[src/rtl/rr_range_arbiter.sv]
// Round-robin arbiter restricted to the requester window [range_lo, range_hi], holding a one-hot grant until release.
// Optional grant timeout is compiled in with `define ARB_TIMEOUT_EN.
module rr_range_arbiter #(
  parameter int N        = 4,
  parameter int MAX_HOLD = 15
) (
  input  logic                 clk,
  input  logic                 rst,
  input  logic [N-1:0]         req,
  input  logic [$clog2(N)-1:0] range_lo,
  input  logic [$clog2(N)-1:0] range_hi,
  input  logic                 done,
  output logic [N-1:0]         grant,
  output logic [$clog2(N)-1:0] grant_id,
  output logic                 grant_valid,
`ifdef ARB_TIMEOUT_EN
  output logic                 timeout_pulse,
`endif
  output logic                 state_o
);

  localparam int IW = $clog2(N);

  typedef enum logic {IDLE = 1'b0, BUSY = 1'b1} state_e;

  state_e          state_q;
  logic [N-1:0]    grant_q;
  logic [IW-1:0]   grant_id_q;
  logic            grant_valid_q;
  logic [IW-1:0]   ptr_q;

  logic            found;
  logic [IW-1:0]   win;
  logic [IW-1:0]   start;
  logic [IW:0]     span;
  logic [IW:0]     cand;
  logic            release_c;
  logic            force_off;

  // Handshake: req is level-held by a requester; the owner ends its tenure with a
  // one-cycle done pulse or by dropping req. done outside BUSY has no effect.
  assign release_c = done || !req[grant_id_q];
  assign start     = (ptr_q >= range_lo && ptr_q <= range_hi) ? ptr_q : range_lo;

  // Walk the window from start, folding indices past range_hi back to range_lo.
  always_comb begin
    found = 1'b0;
    win   = '0;
    span  = '0;
    cand  = '0;
    if (range_lo <= range_hi) begin
      span = {1'b0, range_hi} - {1'b0, range_lo} + (IW+1)'(1);
      for (int k = 0; k < N; k++) begin
        cand = {1'b0, start} + (IW+1)'(k);
        if (cand > {1'b0, range_hi}) cand = cand - span;
        if (!found && ((IW+1)'(k) < span) && req[cand[IW-1:0]]) begin
          found = 1'b1;
          win   = cand[IW-1:0];
        end
      end
    end
  end

`ifdef ARB_TIMEOUT_EN
  localparam int HW = $clog2(MAX_HOLD + 1);
  logic [HW-1:0] hold_q;
  logic          timeout_pulse_q;

  assign force_off = (state_q == BUSY) && !release_c && (hold_q == HW'(MAX_HOLD - 1));

  always_ff @(posedge clk) begin
    if (rst) begin
      hold_q          <= '0;
      timeout_pulse_q <= 1'b0;
    end else begin
      timeout_pulse_q <= force_off;
      if (state_q == IDLE) hold_q <= '0;
      else                 hold_q <= hold_q + HW'(1);
    end
  end

  assign timeout_pulse = timeout_pulse_q;
`else
  logic unused_max_hold;
  assign unused_max_hold = ^MAX_HOLD;
  assign force_off       = 1'b0;
`endif

  always_ff @(posedge clk) begin
    if (rst) begin
      state_q       <= IDLE;
      grant_q       <= '0;
      grant_id_q    <= '0;
      grant_valid_q <= 1'b0;
      ptr_q         <= '0;
    end else begin
      case (state_q)
        IDLE: begin
          if (found) begin
            state_q       <= BUSY;
            grant_q       <= {{(N-1){1'b0}}, 1'b1} << win;
            grant_id_q    <= win;
            grant_valid_q <= 1'b1;
            ptr_q         <= (win == range_hi) ? range_lo : win + IW'(1);
          end
        end
        BUSY: begin
          if (release_c || force_off) begin
            state_q       <= IDLE;
            grant_q       <= '0;
            grant_valid_q <= 1'b0;
          end
        end
        default: state_q <= IDLE;
      endcase
    end
  end

  assign grant       = grant_q;
  assign grant_id    = grant_id_q;
  assign grant_valid = grant_valid_q;
  assign state_o     = state_q;

endmodule

[config.mk]
export PLATFORM = sky130hd
export DESIGN_NAME = rr_range_arbiter
export DESIGN_NICKNAME = d
export VERILOG_FILES = /design/src/rtl/rr_range_arbiter.sv
export SDC_FILE = /design/constraint.sdc
export NUM_CORES = 1
export LEC_CHECK = 0
export CELL_PAD_IN_SITES_DETAIL_PLACEMENT = 2
export CELL_PAD_IN_SITES_GLOBAL_PLACEMENT = 2
export CORE_MARGIN = 3
export CORE_UTILIZATION = 34
export DETAILED_ROUTE_END_ITERATION = 10
export PLACE_DENSITY_LB_ADDON = 0.1
export SLEW_MARGIN = 20
export SYNTH_ARGS = -nofsm -noshare
export SYNTH_HDL_FRONTEND = slang
export SYNTH_SLANG_ARGS = --single-unit
[constraint.sdc]
create_clock -name clk -period 6 [get_ports clk]
set_input_delay 0.9 -clock clk [delete_from_list [all_inputs] [get_ports clk]]
set_output_delay 0.9 -clock clk [all_outputs]
set_load 0.1 [all_outputs]
==> metrics, run 1 <==
Arr. time, crit path around 5.9 ns; first-iteration detailed-routing DRC count between 50 and 60; Initial Util a little under two fifths; # DRC 0; GRT Overall Usage 23.1%; Slew @ Worst Pin 0.975 ns; Crit Path Class input pin to register; maximum vdd drop around 0.00037 V; clock net sink count 10; number of synthesized flops with an enable pin 0; outcome completed; # nets final between 200 and 300; final non-filler cell total 321; area of placed instances 2110 µm²; H-Tree Level Count 1; clk_skew approximately 0.009 ns; ratio of cells with drive above 1 in the final layout 30.5%; Root Driver clkbuf_8; final instance area 2330 µm²; post-synthesis sequential area ratio 11.9%; vias per cell 5.64; Worst EP required 6.13 ns; Hold Buf Count CTS 0; clock share of power 5.6%; number of diodes 0; Port Buffers 18; Final GP Congestion 0.918; syn_area_per_cell just over 8 µm²; hpwl dp around 5.3 mm; Worst slew margin 34.8%; CTS Buf Count 3; drt pass-1 iters 4; fin. max-slew vios 0; first-pass GRT wire length 10.8 mm; clk_lat worst skew 0.24 ns; ys flop type dfxtp_1; Leak 0.995 nW; crit end category register; Die Y about 76 µm; final setup violation count 0; core outline area roughly 4600 µm²; DIE WIDTH roughly 76 µm; Synth Cell Area 1680 µm²; CTS tree yes; sw power 0.000820 W; Gate power share 87.3%; Fin Setup TNS 0 ns; Post-Route WL 6.67 mm; worst hold path type register to register; fin crit share 96.0%; Row Count 24; gr ovfl total 0; max_cap viols 0; via count 1810; post-synthesis cell type count 64; initial antenna violation count 0; final hold violations 0; Boundary Pins 19; CP Launch Type input pin; synthesized flop and latch total 10; CP max FO 5; die area 5830 µm²; switching power share of the total 52.8%; Clk pin slew, worst setup/hold paths 0.06 ns; Reg power frac around 7%; pin count of the biggest net entering global routing 11; power density over cell area 666 nW/µm²; fmax about 0.17 GHz; Tmin final 5.76 ns; post-synth net total 238; DR WL/cell 20.8 µm; synthesis-to-finish area growth 38.6%; placed cells 308; Int Pwr about 0.00073 W; CTS Buffer Depth 2; Async SR Flop Fraction 0%; Synth Warn # 0; antenna viol nets, final 0; vias in the first global route 2053; Post-Synthesis Cells between 200 and 250
==> timing repair <==
item | CTS | global route
gates resized for setup | 1 | 19
setup buffers | 0 | 9
endpoints found under the setup margin | 1 | 4
pin swaps | 1 | 9
==> synthesized netlist by cell type, types with 4 or more instances <==
| library cell | count | area (µm²) |
|---|---|---|
| nor3_1 | 6 | 30.0 |
| a21oi_2 | 4 | 35.0 |
| ha_1 | 22 | 275 |
| mux2i_1 | 9 | 90.1 |
| nor2_1 | 12 | 45.0 |
| nand3_1 | 5 | 25.0 |
| a211oi_1 | 4 | 30.0 |
| xnor2_1 | 5 | 43.8 |
| inv_1 | 18 | 67.6 |
| a21oi_1 | 19 | 95.1 |
| nand3b_1 | 4 | 30.0 |
| dfxtp_1 | 10 | 200 |
| nand2_1 | 15 | 56.3 |
==> per-stage QoR <==
| step | total power (W) | util [%] | setup WS [ns] | hold WS (ns) |
|---|---|---|---|---|
| after floorplan | 0.000929 | - | 0.630 | 0.680 |
| after global placement | 0.00123 | 46.2 | 0.0172 | 0.471 |
| after detailed placement | 0.00130 | 46.2 | -0.224 | 0.480 |
| after CTS | 0.00142 | 47.5 | 0.0110 | 0.508 |
| after global routing | 0.00168 | 51.1 | -0.0201 | 0.532 |
| final | 0.00155 | 51.1 | 0.240 | 0.511 |
==> placed cells by master, fill, tap and decap left out, drive strengths merged, types with 2 or more instances in the layout <==
cell type / count
a31oi: 3
nor2b: 4
mux2i: 9
a21boi: 2
a21oi: 23
ha: 22
a21o: 2
or2: 2
a221oi: 2
o22ai: 2
nand3: 6
inv: 19
nor4: 2
nand3b: 4
buf: 32
clkdlybuf4s50: 17
and3: 3
xor2: 2
a211o: 2
clkbuf: 4
nand2: 15
a211oi: 4
o21ai: 10
and2: 4
nand2b: 2
o31ai: 3
dfxtp: 10
nor3: 7
xnor2: 7
nor2: 12
==> worst paths after layout <==
check	end	startpoint	cells past startpoint	slack [ns]
worst max register to register	ptr_q[1]$_SDFFE_PP0P_	ptr_q[0]$_SDFFE_PP0P_	22	0.82
worst min register to register	grant[2]$_SDFFE_PP0P_	grant[2]$_SDFFE_PP0P_	2	0.51
worst min-delay path	grant[2]$_SDFFE_PP0P_	grant[2]$_SDFFE_PP0P_	2	0.51
worst max-delay path	ptr_q[1]$_SDFFE_PP0P_	range_lo[1]	22	0.24
==> critical path, cell delays in order <==
cell	delay [ns]
clkdlybuf4s50_1	0.48
inv_1	0.07
ha_1	0.33
a21oi_2	0.33
o21ai_4	0.13
nand2_4	0.11
inv_1	0.07
ha_4	0.22
ha_1	0.30
nor2b_1	0.16
o21ai_2	0.21
a21oi_2	0.10
xnor2_2	0.28
mux2i_2	0.13
mux2_1	0.32
o2111a_2	0.30
and2_0	0.16
a221o_1	0.39
inv_2	0.11
xnor2_1	0.09
or4b_1	0.51
and3_1	0.18
==> cell type report <==
class | count | area (µm²)
clock buffers | 4 | 55.1
multi-input cells | 173 | 1500
inverters | 19 | 71.3
well taps | 65 | 81.3
flip-flops and latches | 10 | 200
fillers | 492 | 2230
repair buffers | 50 | 423
==> sequential cells by signal, summed over array words and instances (netlist names) <==
name and cells:
grant_valid 1, grant 4, state_o 1, grant_id 2, ptr_q 2
==> cell families (layout without fill, tap and decap cells) <==
kind of cell,after synthesis,count (layout),share of synthesized area (%)
xor gates and xnor gates,9,9,5.58
DFF,10,10,11.9
AOI/OAI and AO/OA,67,67,32.1
buffers and inverters,22,73,5.06
adders and majority gates,22,22,16.4
muxes,11,11,7.37
and+or+nand+nor,64,64,21.7
==> power groups by stage <==
stage	sequential, W	clock [W]	combinational (W)
2_1_floorplan	0.000233	0	0.000696
3_3_place_gp	0.000109	0	0.00112
3_5_place_dp	0.000110	0	0.00119
4_1_cts	0.000110	0.0000890	0.00122
5_1_grt	0.000114	0.0000904	0.00148
6_report	0.000111	0.0000865	0.00136
==> routing by layer <==
metal	wire (µm)	part of all wire [%]	track usage, %
met5	0	0	0
met4	142	2.1	5.98
met3	158	2.4	2.25
met2	3540	53	44.6
met1	2830	42	26.7
Note: power is estimated with default switching activity, not from simulation.
==> run 2: changes to the inputs <==
--- a/config.mk
+++ b/config.mk
@@ -5,13 +5,16 @@
 export SDC_FILE = /design/constraint.sdc
 export NUM_CORES = 1
 export LEC_CHECK = 0
+export CAP_MARGIN = 20
 export CELL_PAD_IN_SITES_DETAIL_PLACEMENT = 2
 export CELL_PAD_IN_SITES_GLOBAL_PLACEMENT = 2
 export CORE_MARGIN = 3
 export CORE_UTILIZATION = 34
 export DETAILED_ROUTE_END_ITERATION = 10
 export PLACE_DENSITY_LB_ADDON = 0.1
+export SKIP_LAST_GASP = 1
 export SLEW_MARGIN = 20
 export SYNTH_ARGS = -nofsm -noshare
 export SYNTH_HDL_FRONTEND = slang
 export SYNTH_SLANG_ARGS = --single-unit
+export TNS_END_PERCENT = 10
==> results of run 2 <==
Final layout, timing and power as in run 1 (identical DEF).
==> run 3: changes to the inputs <==
--- a/config.mk
+++ b/config.mk
@@ -12,6 +12,7 @@
 export CORE_UTILIZATION = 34
 export DETAILED_ROUTE_END_ITERATION = 10
 export PLACE_DENSITY_LB_ADDON = 0.1
+export REMOVE_ABC_BUFFERS = 1
 export SKIP_LAST_GASP = 1
 export SLEW_MARGIN = 20
 export SYNTH_ARGS = -nofsm -noshare
==> metrics, run 3 (synthesis results as in run 1) <==
CTS tree yes; fill count 522 (+6.1%); Die Y 76.3 µm (unchanged); maximum vdd drop 0.000362 V (-2.5%); crit end category register; fin crit share 99.0% (+2.9 points); first-pass GRT wire length 10.2 mm (-6.4%); setup slack, reg-to-reg 0.79 ns (-0.03 ns); final hold violations 0 (unchanged); outcome completed; # nets final 290 (unchanged); H-Tree Level Count 1 (unchanged); GRT Overall Usage 21.6% (-1.5 points); Worst slew margin 34.2% (-0.59 points); ratio of cells with drive above 1 in the final layout 28.9% (-1.6 points); initial antenna violation count 0 (unchanged); max_cap viols 0 (unchanged); core outline area 4560 µm² (unchanged); CP max FO 3 (-2); CTS Buffer Depth 2 (unchanged); die area 5830 µm² (unchanged); CP Launch Point range_hi[1]; Worst EP required 6.13 ns (about the same); number of diodes 0 (unchanged); worst hold path type register to register; Leak 0.981 nW (-1.4%); final non-filler cell total 321 (unchanged); Arr. time, crit path 6.07 ns (+0.18 ns); pin count of the biggest net entering global routing 12 (+1); slowest stage delay, CP 0.49 ns (-0.02 ns); Crit-path slowest cell clkdlybuf4s50_1; Boundary Pins 19 (unchanged); placed cells 306 (-0.65%); Row Count 24 (unchanged); final setup violation count 0 (unchanged); Port Buffers 18 (unchanged); reg2reg start ptr_q[1]$_SDFFE_PP0P_; hold_ws 0.497 ns (-0.0145 ns); via count 1872 (+3.4%); vias per cell 5.83 (+3.4%); clock net sink count 10 (unchanged); # DRC 0 (unchanged); Clk pin slew, worst setup/hold paths 0.05 ns (about the same); fin. max-slew vios 0 (unchanged); antenna viol nets, final 0 (unchanged); Top Family by Delay on Critical Path compound AO/OA/AOI/OAI gates; Final GP Congestion 0.991 (+8.0%); commonest cells after routing, fill and taps aside buf_4, ha_1, inv_1, a21oi_1, clkdlybuf4s50_1; Buf+Inv Stages, Crit Path 5 (+1); Largest register FFs 4 (unchanged); CP Launch Type input pin; drt pass-1 iters 4 (unchanged); clk_skew 0.00412 ns (-0.00492 ns); register area 200 µm² (unchanged); Root Driver clkbuf_8; clk_lat worst skew 0.24 ns (about the same); DR WL/cell 22.0 µm (+6.0%); Crit Path Class input pin to register; area of the multi-input gates 1480 µm² (-1.1%); DIE WIDTH 76.3 µm (unchanged); most common cell after layout, fill and taps aside buf_4; Initial Util 36.8% (unchanged); vias in the first global route 1947 (-5.2%); power density over cell area 681 nW/µm² (+2.2%); synthesis-to-finish area growth 37.5%; Post-Route WL 7.07 mm (+6.0%); hpwl dp 5.15 mm (-2.3%); Hold Buf Count CTS 0 (unchanged); Hold Path Origin grant[3]$_SDFFE_PP0P_; CTS Buf Count 3 (unchanged); fmax 0.168 GHz (-3.0%); Slew @ Worst Pin 0.984 ns (+0.00882 ns); gr ovfl total 0 (unchanged); first-iteration detailed-routing DRC count 102 (+82%); Tmin final 5.94 ns (+0.177 ns)
-- run 3: changes by cell type in the layout (fill, tap and decap cells not counted), sizes merged --
cell           delta
clkdlybuf4s50     +1
dlymetal6s2s      -1
-- run 3: area by class of cell --
| type | instances | area share (%) |
|---|---|---|
| Tap cell | 65 | 3.52 |
| Timing Repair Buffer | 50 | 18.2 |
| Clock buffer | 4 | 2.38 |
| Inverter | 19 | 3.08 |
| Sequential cell | 10 | 8.66 |
| Multi-Input combinational cell | 173 | 64.2 |
-- run 3: tightest hold or removal path, cell delays in order (launching register included) --
cell and delay, ns:
dfxtp_1 0.30, nand3b_1 0.08, a21oi_1 0.06
-- run 3: metal layers --
metal | wire, µm | track usage [%] | up-vias
met1 | 2810 | 24.2 | 959
met2 | 3980 | 42.8 | 35
li1 | - | - | 866
met3 | 164 | 2.36 | 12
met5 | 0 | 0 | -
met4 | 123 | 5.07 | 0
-- run 3: worst paths after layout --
path,end,cells after the start
min reg2reg,grant[3]$_SDFFE_PP0P_,2
min,grant[3]$_SDFFE_PP0P_,2
max reg2reg,ptr_q[1]$_SDFFE_PP0P_,23
max,ptr_q[1]$_SDFFE_PP0P_,25
-- run 3: repair_timing --
action | in CTS | in global routing
endpoints found under the hold margin | 0 | 0
endpoints found under the setup margin | 1 | 2
gates cloned | 0 | 0
pin swaps | 1 | 8
resized for setup | 0 | 14
buffers inserted | 0 | 11
-- run 3: report_power, final --
group          internal [W]  leakage [nW]  switching (W)  total [W]
clock             0.0000578        0.0288      0.0000283  0.0000861
combinational      0.000584         0.871       0.000792    0.00138
sequential        0.0000898        0.0819      0.0000227   0.000113
-- run 3: stage by stage --
step / utilization, % / cell area (µm²) / setup WS [ns] / TNS (ns) / total power [W]
final: 50.7 / 2310 / 0.0628 / 0 / 0.00157
after global routing: 50.7 / 2310 / -0.155 / -0.257 / 0.00169
after CTS: 47.0 / 2150 / 0.0202 / 0 / 0.00140
after detailed placement: 45.8 / 2090 / -0.198 / -0.290 / 0.00129
after global placement: 45.8 / 2090 / 0.000410 / 0 / 0.00121
after floorplan: - / 1670 / 0.182 / 0 / 0.000926
